$ cat config.mk
export PLATFORM = sky130hd
export DESIGN_NAME = rs_cmd_scheduler
export DESIGN_NICKNAME = d
export VERILOG_FILES = /design/src/rtl/rs_cmd_scheduler.sv
export SDC_FILE = /design/constraint.sdc
export NUM_CORES = 1
export LEC_CHECK = 0
export ABC_AREA = 1
export CORE_MARGIN = 2
export CORE_UTILIZATION = 52
export DETAILED_ROUTE_END_ITERATION = 6
export GPL_TIMING_DRIVEN = 0
export PLACE_DENSITY = 0.82
export SYNTH_ARGS = -nofsm -noshare
export SYNTH_HDL_FRONTEND = slang
export SYNTH_SLANG_ARGS = --single-unit
$ cat constraint.sdc
create_clock -name CLK -period 3.1 [get_ports CLK]
set_clock_uncertainty 0.15 [all_clocks]
set_input_delay 0.62 -clock CLK [delete_from_list [all_inputs] [get_ports CLK]]
set_output_delay 0.62 -clock CLK [all_outputs]
set_load 0.005 [all_outputs]
$ cat src/rtl/rs_cmd_scheduler.sv
// Round-robin command scheduler for a bank of clocked RS flip-flops.
// Two requesters post set/reset commands; one registered R or S pulse is issued at a time.
//
// state  | meaning
// -------+---------------------------------------------------------------
// INIT   | bank-wide R pulse is driven on leaving this state, shadow cleared
// IDLE   | arbitrate req_a/req_b, latch the granted command
// PULSE  | R or S for the latched index is driven on leaving this state
// SETTLE | shadow updated and ack strobed on leaving this state
module rs_cmd_scheduler #(
   parameter int N     = 4,
   parameter int IDX_W = 2
) (
   input  logic             CLK,
   input  logic             RST,
   input  logic             req_a,
   input  logic             op_a,
   input  logic [IDX_W-1:0] idx_a,
   input  logic             req_b,
   input  logic             op_b,
   input  logic [IDX_W-1:0] idx_b,
   output logic             ack_a,
   output logic             ack_b,
   output logic [N-1:0]     R,
   output logic [N-1:0]     S,
   output logic [N-1:0]     Q_SH,
   output logic             busy
);

   typedef enum logic [1:0] {INIT, IDLE, PULSE, SETTLE} state_t;

   localparam logic [IDX_W:0] N_LIM = (IDX_W+1)'(N);

   state_t           state;
   logic             last_b;
   logic             cmd_b;
   logic             cmd_op;
   logic             cmd_pulse;
   logic [N-1:0]     cmd_mask;

   logic             grant_b;
   logic             sel_op;
   logic [IDX_W-1:0] sel_idx;
   logic [N-1:0]     sel_mask;
   logic             sel_skip;

   // Out-of-range indices shift the one-hot mask to zero, so they can never pulse.
   always_comb begin
      grant_b  = req_b & (~req_a | ~last_b);
      sel_op   = grant_b ? op_b  : op_a;
      sel_idx  = grant_b ? idx_b : idx_a;
      sel_mask = N'(1) << sel_idx;
      sel_skip = ({1'b0, sel_idx} >= N_LIM) || ((|(Q_SH & sel_mask)) == sel_op);
   end

   // Outputs are registered from the current state, so each one appears on the
   // edge that leaves the state producing it.
   always_ff @(posedge CLK) begin
      if (RST) begin
         state     <= INIT;
         R         <= '0;
         S         <= '0;
         Q_SH      <= '0;
         ack_a     <= 1'b0;
         ack_b     <= 1'b0;
         busy      <= 1'b1;
         last_b    <= 1'b1;
         cmd_b     <= 1'b0;
         cmd_op    <= 1'b0;
         cmd_pulse <= 1'b0;
         cmd_mask  <= '0;
      end else begin
         busy  <= (state != IDLE);
         R     <= '0;
         S     <= '0;
         ack_a <= 1'b0;
         ack_b <= 1'b0;
         case (state)
            INIT: begin
               R     <= '1;
               state <= IDLE;
            end
            IDLE: begin
               if (req_a | req_b) begin
                  last_b    <= grant_b;
                  cmd_b     <= grant_b;
                  cmd_op    <= sel_op;
                  cmd_mask  <= sel_mask;
                  cmd_pulse <= ~sel_skip;
                  state     <= sel_skip ? SETTLE : PULSE;
               end
            end
            PULSE: begin
               if (cmd_op) S <= cmd_mask;
               else        R <= cmd_mask;
               state <= SETTLE;
            end
            SETTLE: begin
               ack_a <= ~cmd_b;
               ack_b <= cmd_b;
               if (cmd_pulse)
                  Q_SH <= cmd_op ? (Q_SH | cmd_mask) : (Q_SH & ~cmd_mask);
               state <= IDLE;
            end
            default: state <= INIT;
         endcase
      end
   end

endmodule

* After elaboration in Yosys (flattened, before gate mapping)
Index checks and enable logic that the tools add are counted.
Storage, ports and cells: bits in registers 25, input bits 10
Operators by class: equal/unequal tests 6, shift-type cells 1, multiplexer cells 8, bitwise gates (word level) 14, reduce and logical (&&, ||, !) cells 7
Operator list (count):
- $and 4x4->4 | 2
- $mux 4 | 2
- $pmux 4 s2 | 1
- $not 1->1 | 7
- $pmux 2 s3 | 1
- $eq 2x2->1 const B | 2
- $mux 2 | 2
- $not 4->4 | 1
- $or 4x4->4 | 1
- $reduce_and 2->1 | 2
- $reduce_or 2->1 | 2
- $reduce_or 4->1 | 1
- $shl 1x2->4 const A | 1
- $reduce_or 3->1 | 1
- $eq 2x1->1 const B | 1
- $logic_not 2->1 | 1
- $mux 1 | 2
- $ne 2x1->1 const B | 1
- $ne 2x2->1 const B | 1
- $or 1x1->1 | 2
- $and 1x1->1 | 1
- $eq 1x1->1 | 1

* Depth between registers and ports, before layout
Gate-level depths: netlist of the first run.
word-level depth 11, mapped depth 11, gate-level depth less buffers 11

* Worst setup path after synthesis of the first run
OpenSTA, ideal clock, no wires.
path kind input -> register, start point input req_b, end point register cmd_pulse, library setup time 0.109 ns, arrival time 1.400 ns, required time 2.841 ns, path slack 1.442 ns, stages on the path 10, cells stage by stage buf_4 -> nand2_8 -> nand2_2 -> nand2_2 -> nand3_2 -> nand2_2 -> o21ai_0 -> nand3_1 -> nand2_1 -> inv_1
On the way: cells in the longest elaborated chain, start to end 7, elaborated cells between the ends (all ways) 10
RTL lines:
- from (decl) | RTL line 19 | input logic req_b,
- $and 1x1->1 | RTL line 49 | grant_b = req_b & (~req_a | ~last_b);
- $mux 2 | RTL line 51 | sel_idx = grant_b ? idx_b : idx_a;
- $shl 1x2->4 | RTL line 52 | sel_mask = N'(1) << sel_idx;
- $and 4x4->4 | RTL line 53 | sel_skip = ({1'b0, sel_idx} >= N_LIM) || ((|(Q_SH & sel_mask)) == sel_op);
- $reduce_or 4->1 | RTL line 53
- $eq 1x1->1 | RTL line 53
- $not 1->1 | RTL line 89 | cmd_pulse <= ~sel_skip;
- to (signal assigned) | RTL line 89
- to (decl) | RTL line 38 | logic cmd_pulse;
Several ways; a longest one is shown, not always the timed one. A chain may end at the register's enable or synchronous reset.

==> metrics.csv, run 1 <==
metric,value,unit
outcome,"finished, final reports clean",
GR peak layer,met2,
Post-Syn Area,1140,µm²
grt met1 use,0.253,
clock sink count,25,
die width,50.8,µm
Sw Ratio,0.303,
Fin. Hold Viols,0,
total power per unit cell area,459,nW/µm²
initial antenna violation count,0,
crit path DAT,1.24,ns
DR pass1 iterations,6,
CTS Root Cell,clkbuf_4,
critical path endpoint,Q_SH[3],
CP Launch Type,flip-flop,
"Seq/Total Area, Yosys",0.440,
Hold WS,0.299,ns
Chip Height,50.8,µm
number of DRC markers in iteration 0,21,
Initial Util,0.563,
core area,2020,µm²
dpl ws,0.826,ns
CTS tree,built,
post-CTS resize count,0,
RSZ-0062 raised after global routing,no,
met2 usage in global routing,0.351,
diode count,0,
Die Area,2580,µm²
Final Setup Violations,0,
"Max FO, Critical Path",3,
Netlist cell types,20,
Critical-path top delay cell,clkdlybuf4s50_1,
vias in the first global route,951,
area delta synth->final,25.6,%
RR Startpoint,state[1],
# fillers,164,
Global Route met3 Usage,0.0476,
synth warn,0,
Leak,0.596,nW
critical path class,reg -> out,
Num CTS Buffers,3,
Final GP Congestion,0.806,
DP HPWL,1890,µm
clock-pin slew on the worst setup and hold paths,0.14,ns
HP Class,reg -> reg,
area fraction of the dominant cell type after synthesis,0.440,
max-slew violations,0,
CP Capture Type,output pin,
Synth Register Bits,25,
Reg2Reg Capture Point,state[0],
port buffer count,23,
Clk pwr share,0.223,
# H-tree levels,1,
Post-DRT Antenna Nets,0,
via count,1020,
final worst slack,1.09,ns
layout cells sized above 1,0.130,
Tmin final,2.01,ns
FF-to-FF setup slack,1.49,ns
Avg Synthesized Cell Area,8.02,µm²
largest net degree at the start of global routing,15,
max frequency,498,MHz
# IOs,25,
FP Rows,16,
Comb power frac,0.216,
VDD IR max,0.426,mV
syn_nets,157,
top_reg_cell synth,dfxtp_1,
drt wl/cell,12.3,µm
CP required,2.33,ns
slew of the pin with the lowest slew margin,0.428,ns
via/cell ratio,5.20,
Syn Inst Count,142,
Seq pwr share,0.562,
hold_buf cts,0,
Worst slew margin,0.714,
"delay-heaviest family, CP",buffers and inverters,
largest cells by area after synthesis,"dfxtp_1 (44%), nand3_1 (7.9%), inv_1 (7.9%)",
worst reg2reg path depth,8,
async set-reset flop share out of synthesis,0,
Cell Int Power,458,µW
"Buf+Inv Stages, Crit Path",1,
Psw,199,µW
DRC viols,0,
Max clock buf depth,2,
crit share post-route,0.648,
GR Overflow Total,0,
Post-synth EDFFs,0,
final wirelength,2400,µm
"slowest stage delay, CP",0.52,ns
All-Layer GR Usage,0.207,
cell with the most instances after synthesis,dfxtp_1,
first-pass GRT wire length,3970,µm
Synth top cells by count,"dfxtp_1 (25), inv_1 (24), nand3_1 (18)",
"Critical Path, Cell by Cell",clkdlybuf4s50_1,
cell taking the most area after synthesis,dfxtp_1,
worst-skew pair later-pin latency,0.33,ns
max cap viols,0,
postcts setup bufs,0,
Final #Nets,185,
setup_tns,0,ns
Stages on worst setup path,1,
-- worst reg2reg max path, stage by stage (launching register included) --
cell     delay [ns]
dfxtp_1        0.36
inv_1          0.13
ha_1           0.23
nor3b_1        0.40
nand2_1        0.09
nand2_1        0.07
inv_1          0.03
nand2_1        0.05
inv_1          0.03
-- cells by family (layout without fill, tap and decap cells) --
family	count (synthesis)	count (layout)	share of synthesized area
adders and majority gates	5	5	0.0549
AOI/OAI and AO/OA	29	29	0.146
buffers and inverters	28	55	0.0978
DFF	25	25	0.440
and+or+nand+nor	55	55	0.262
-- power groups by stage --
stage / combinational (mW) / sequential, mW / clock, mW
floorplan: 0.0887 / 0.370 / 0
global placement: 0.134 / 0.372 / 0
detailed placement: 0.141 / 0.375 / 0
CTS: 0.141 / 0.367 / 0.151
global route: 0.158 / 0.371 / 0.166
finish: 0.141 / 0.369 / 0.146
-- worst min path at each step --
stage	end	from	depth (start not counted)
5_1_grt	ack_a	cmd_b	1
2_1_floorplan	ack_a	cmd_b	1
6_report	ack_a	cmd_b	1
3_5_place_dp	ack_a	cmd_b	1
3_3_place_gp	ack_a	cmd_b	1
4_1_cts	ack_a	cmd_b	1
-- metrics by stage --
step	utilization	total power, mW	std cells	cell area [µm²]
6_report	0.707	0.656	196	1430
5_1_grt	0.707	0.696	196	1430
4_1_cts	0.707	0.660	196	1430
3_5_place_dp	0.694	0.515	192	1400
3_3_place_gp	0.694	0.507	192	1400
2_1_floorplan	-	0.459	142	1140
-- layout by cell type (no fill, tap or decap), types with 2 or more instances in the layout --
master / instances
dfxtp_1: 25
inv_1: 24
clkdlybuf4s50_1: 23
nand3_1: 18
a21oi_1: 15
nand2_1: 12
o21ai_0: 9
nand2_2: 9
nor2_1: 9
ha_1: 5
a211oi_1: 4
clkbuf_4: 3
buf_2: 2
nand3_2: 2
-- metal layers --
metal	up-vias	part of all wire
li1	514	-
met1	474	0.44
met2	28	0.51
met3	4	0.042
met4	0	0.013
met5	-	0
-- area by class of cell --
cell class                 instances  area [µm²]  share of cell area
buffer                             4        21.3              0.0149
clock buffer                       3        22.5              0.0157
clock inverter                     1        5.00             0.00350
inverter                          24        90.1              0.0630
multi-input combinational         89         527               0.368
sequential                        25         500               0.350
tap                               27        33.8              0.0236
timing repair buffer              23         230               0.161
(Power assumes the default switching activity.)
==> run 2: changes to the inputs <==
Settings changed: CORE_UTILIZATION 52 to 44, PLACE_DENSITY 0.82 to 0.74.
Clock period 3.1 ns to 1.8 ns, I/O delays scaled along.
==> run 2 against run 1 <==
  * Sequential power grew 71%
  * Final cell count grew 1.5%
  * Critical endpoint is now Q_SH[0]
  * Count of clock-buffer cells in the layout is the same
  * Highest routed layer unchanged
  * Critical path type unchanged
  * Largest power group unchanged
==> metrics.csv, run 2 (synthesis results as in run 1) <==
metric,value,unit
outcome,"finished, final reports clean",
Initial Util,0.464,
Reg2Reg Capture Point,cmd_mask[2],
initial antenna violation count,0,
# fillers,235,
CP Capture Type,output pin,
CP Launch Type,flip-flop,
crit path DAT,1.23,ns
CP required,1.29,ns
largest net degree at the start of global routing,16,
Final #Nets,185,
final wirelength,2310,µm
Tmin final,1.74,ns
clock sink count,25,
Tot Pwr,1.13,mW
diode count,0,
Critical-path top delay cell,clkdlybuf4s50_1,
VDD IR max,0.527,mV
FP Rows,18,
Die Area,3010,µm²
area delta synth->final,26.7,%
critical path endpoint,Q_SH[0],
Num CTS Buffers,3,
"commonest non-fill, non-tap cells in the layout","dfxtp_1 (24), inv_1 (24), clkdlybuf4s50_1 (23)",
DP HPWL,1810,µm
# H-tree levels,1,
via count,1005,
clock-pin slew on the worst setup and hold paths,0.14,ns
CTS tree,built,
Final GP Congestion,0.737,
Stages on worst setup path,1,
crit share post-route,0.969,
die width,54.9,µm
port buffer count,23,
RSZ-0062 raised after global routing,no,
area occupied by registers,502,µm²
core area,2450,µm²
Post-Layout Cell Count,199,
RR Startpoint,state[1],
setup_tns,0,ns
final worst slack,0.0566,ns
Layout Utilization,0.588,
"Max FO, Critical Path",3,
Area after DPL,1410,µm²
"Critical Path, Cell by Cell",clkdlybuf4s50_1,
dpl ws,-0.233,ns
"slowest stage delay, CP",0.52,ns
HP Class,in -> reg,
"Buf+Inv Stages, Crit Path",1,
Max clock buf depth,2,
CTS Root Cell,clkbuf_4,
GR Overflow Total,0,
post-CTS resize count,0,
Final Cell Area,1440,µm²
worst reg2reg path depth,6,
DRC viols,0,
worst-skew pair later-pin latency,0.32,ns
All-Layer GR Usage,0.178,
drt wl/cell,11.6,µm
postcts setup bufs,0,
slew of the pin with the lowest slew margin,0.429,ns
critical path class,reg -> out,
Worst slew margin,0.714,
max cap viols,0,
FF-to-FF setup slack,0.23,ns
Final Setup Violations,0,
DR pass1 iterations,4,
"delay-heaviest family, CP",buffers and inverters,
hold_buf cts,0,
Hold WS,0.257,ns
via/cell ratio,5.05,
number of DRC markers in iteration 0,19,
Chip Height,54.9,µm
Leak,0.594,nW
# IOs,25,
Fin. Hold Viols,0,
total power per unit cell area,784,nW/µm²
Multi-input gate area,532,µm²
placed cell count,195,
Post-DRT Antenna Nets,0,
max frequency,574,MHz
vias in the first global route,900,
max-slew violations,0,
layout cells sized above 1,0.142,
first-pass GRT wire length,3780,µm
run 2: cell count changes in the layout (fill, tap and decap cells not counted):
cell	delta
clkinv_2	-1
nor3b_2	+1
dfxtp_2	+1
o21ai_0	-1
o21ai_1	+1
dfxtp_1	-1
clkinvlp_4	+1
nor3b_1	-1
run 2: worst min-delay path by stage:
stage	startpoint	to	slack (ns)	cells past startpoint
2_1_floorplan	cmd_b	ack_a	0.26	1
3_3_place_gp	cmd_b	ack_a	0.28	1
3_5_place_dp	cmd_b	ack_a	0.29	1
4_1_cts	req_b	cmd_b	0.25	3
5_1_grt	req_b	cmd_b	0.26	3
6_report	req_b	cmd_b	0.26	3
run 2: cell type report:
type | count | share of cell area
buffer | 4 | 0.0147
clock buffer | 3 | 0.0156
clock inverter | 1 | 0.00520
inverter | 24 | 0.0624
multi-input combinational | 89 | 0.369
sequential | 25 | 0.348
tap | 30 | 0.0260
timing repair buffer | 23 | 0.160
run 2: power by group:
group	internal [mW]	total (mW)	switching [mW]	leakage, nW
Clock	0.0849	0.261	0.176	0.0139
Sequential	0.598	0.630	0.0324	0.205
Combinational	0.107	0.240	0.133	0.375
Total	0.790	1.13	0.341	0.594
run 2: per-layer routing:
metal	wire length (µm)	global-route usage	up-vias
met5	0	0	-
met3	131	0.0383	2
met2	1190	0.308	28
met4	15	0.0625	0
li1	-	-	517
met1	975	0.215	458
run 2: worst register-to-register path, cell delays in order (launching register included):
cell and delay (ns):
dfxtp_1 0.38, inv_1 0.10, ha_1 0.24, o21ai_0 0.11, buf_2 0.24, a21oi_1 0.07, a211oi_1 0.19
==> run 3: changes to the inputs <==
Settings changed: ABC_CLOCK_PERIOD_IN_PS set to 1800, CORE_MARGIN 2 to not set.
==> run 3 against run 2 <==
  * Largest cell class unchanged
  * Design area down 0.61%
  * Routed wire length down 3.5%
  * Worst setup slack better by 0.014 ns
==> metrics.csv, run 3 (synthesis results as in run 1) <==
metric,value,unit
hold_buf cts,0,
"Max FO, Critical Path",3,
clock sink count,25,
CP Launch Type,flip-flop,
die width,52.9,µm
DRC viols,0,
diode count,0,
GR Overflow Total,0,
Max clock buf depth,2,
hold depth,3,
largest net degree at the start of global routing,15,
Stages on worst setup path,1,
CP required,1.29,ns
crit share post-route,0.961,
hold path start,req_b,
worst reg2reg path depth,8,
RSZ-0062 raised after global routing,no,
Layout Utilization,0.584,
CTS tree,built,
HP Class,in -> reg,
max cap viols,0,
Chip Height,52.9,µm
RR Startpoint,state[1],
via/cell ratio,5.05,
Critical-path top delay cell,clkdlybuf4s50_1,
total power per unit cell area,781,nW/µm²
All-Layer GR Usage,0.186,
worst-skew pair later-pin latency,0.32,ns
VDD IR max,0.490,mV
Initial Util,0.464,
area delta synth->final,25.9,%
DP HPWL,1750,µm
number of DRC markers in iteration 0,23,
initial antenna violation count,0,
Tmin final,1.73,ns
drt wl/cell,11.2,µm
core area,2450,µm²
Worst slew margin,0.677,
Leak,0.596,nW
critical path class,reg -> out,
CTS Root Cell,clkbuf_4,
max-slew violations,0,
slew of the pin with the lowest slew margin,0.484,ns
layout cells sized above 1,0.130,
first-pass GRT wire length,3810,µm
"Buf+Inv Stages, Crit Path",1,
"delay-heaviest family, CP",buffers and inverters,
Post-DRT Antenna Nets,0,
"slowest stage delay, CP",0.52,ns
Final #Nets,185,
clock-pin slew on the worst setup and hold paths,0.13,ns
Final GP Congestion,0.803,
"commonest non-fill, non-tap cells in the layout","dfxtp_1 (25), inv_1 (24), clkdlybuf4s50_1 (23)",
Num CTS Buffers,3,
post-CTS resize count,0,
via count,1005,
Fin. Hold Viols,0,
CP Capture Type,output pin,
# IOs,25,
FF-to-FF setup slack,0.12,ns
crit path DAT,1.22,ns
"most common cell after layout, fill and taps aside",dfxtp_1,
outcome,"finished, final reports clean",
FP Rows,18,
vias in the first global route,912,
# H-tree levels,1,
port buffer count,23,
Final Setup Violations,0,
DR pass1 iterations,4,
postcts setup bufs,0,
setup_tns,0,ns
max frequency,578,MHz
Die Area,2800,µm²
"Critical Path, Cell by Cell",clkdlybuf4s50_1,
final wirelength,2230,µm
==> run 3: through the flow <==
stage / setup slack (ns) / area (µm²) / hold WS (ns) / std cells / total power, mW
6_report: 0.0706 / 1430 / 0.268 / 199 / 1.12
5_1_grt: 0.00324 / 1430 / 0.298 / 199 / 1.18
4_1_cts: 0.0580 / 1430 / 0.253 / 199 / 1.13
3_5_place_dp: -0.215 / 1410 / 0.296 / 195 / 0.883
3_3_place_gp: -0.173 / 1410 / 0.284 / 195 / 0.873
2_1_floorplan: 0.391 / 1140 / 0.263 / 142 / 0.790
==> run 3: path summary, 6_finish.rpt <==
path	endpoint
worst min-delay path	cmd_b
worst min register to register	ack_a
worst max-delay path	Q_SH[0]
worst max register to register	state[0]
==> run 3: worst reg2reg max path, delay by kind of cell (launching register included) <==
| family | cells | cell delay (ns) |
|---|---|---|
| flops | 1 | 0.35 |
| buf+inv | 3 | 0.19 |
| fa+ha+maj | 1 | 0.23 |
| simple gates | 4 | 0.68 |
==> run 3: final cells by class <==
type,instances,area [µm²]
sequential,25,500
multi-input combinational,89,527
timing repair buffer,23,230
fill,233,1020
inverter,24,90.1
tap,30,37.5
buffer,4,21.3
clock buffer,3,22.5
clock inverter,1,5.00
==> run 3: where the power goes <==
part | internal [mW] | switching, mW | leakage [nW]
Clock | 0.0831 | 0.166 | 0.0177
Sequential | 0.598 | 0.0329 | 0.205
Combinational | 0.107 | 0.134 | 0.374
Total | 0.788 | 0.333 | 0.596
==> run 3: routing by layer <==
| metal | wire [µm] | share of wire | GRT usage |
|---|---|---|---|
| met1 | 1010 | 0.45 | 0.236 |
| met2 | 1090 | 0.49 | 0.314 |
| met4 | 12 | 0.0054 | 0.0658 |
| met3 | 116 | 0.052 | 0.0316 |
| met5 | 0 | 0 | 0 |
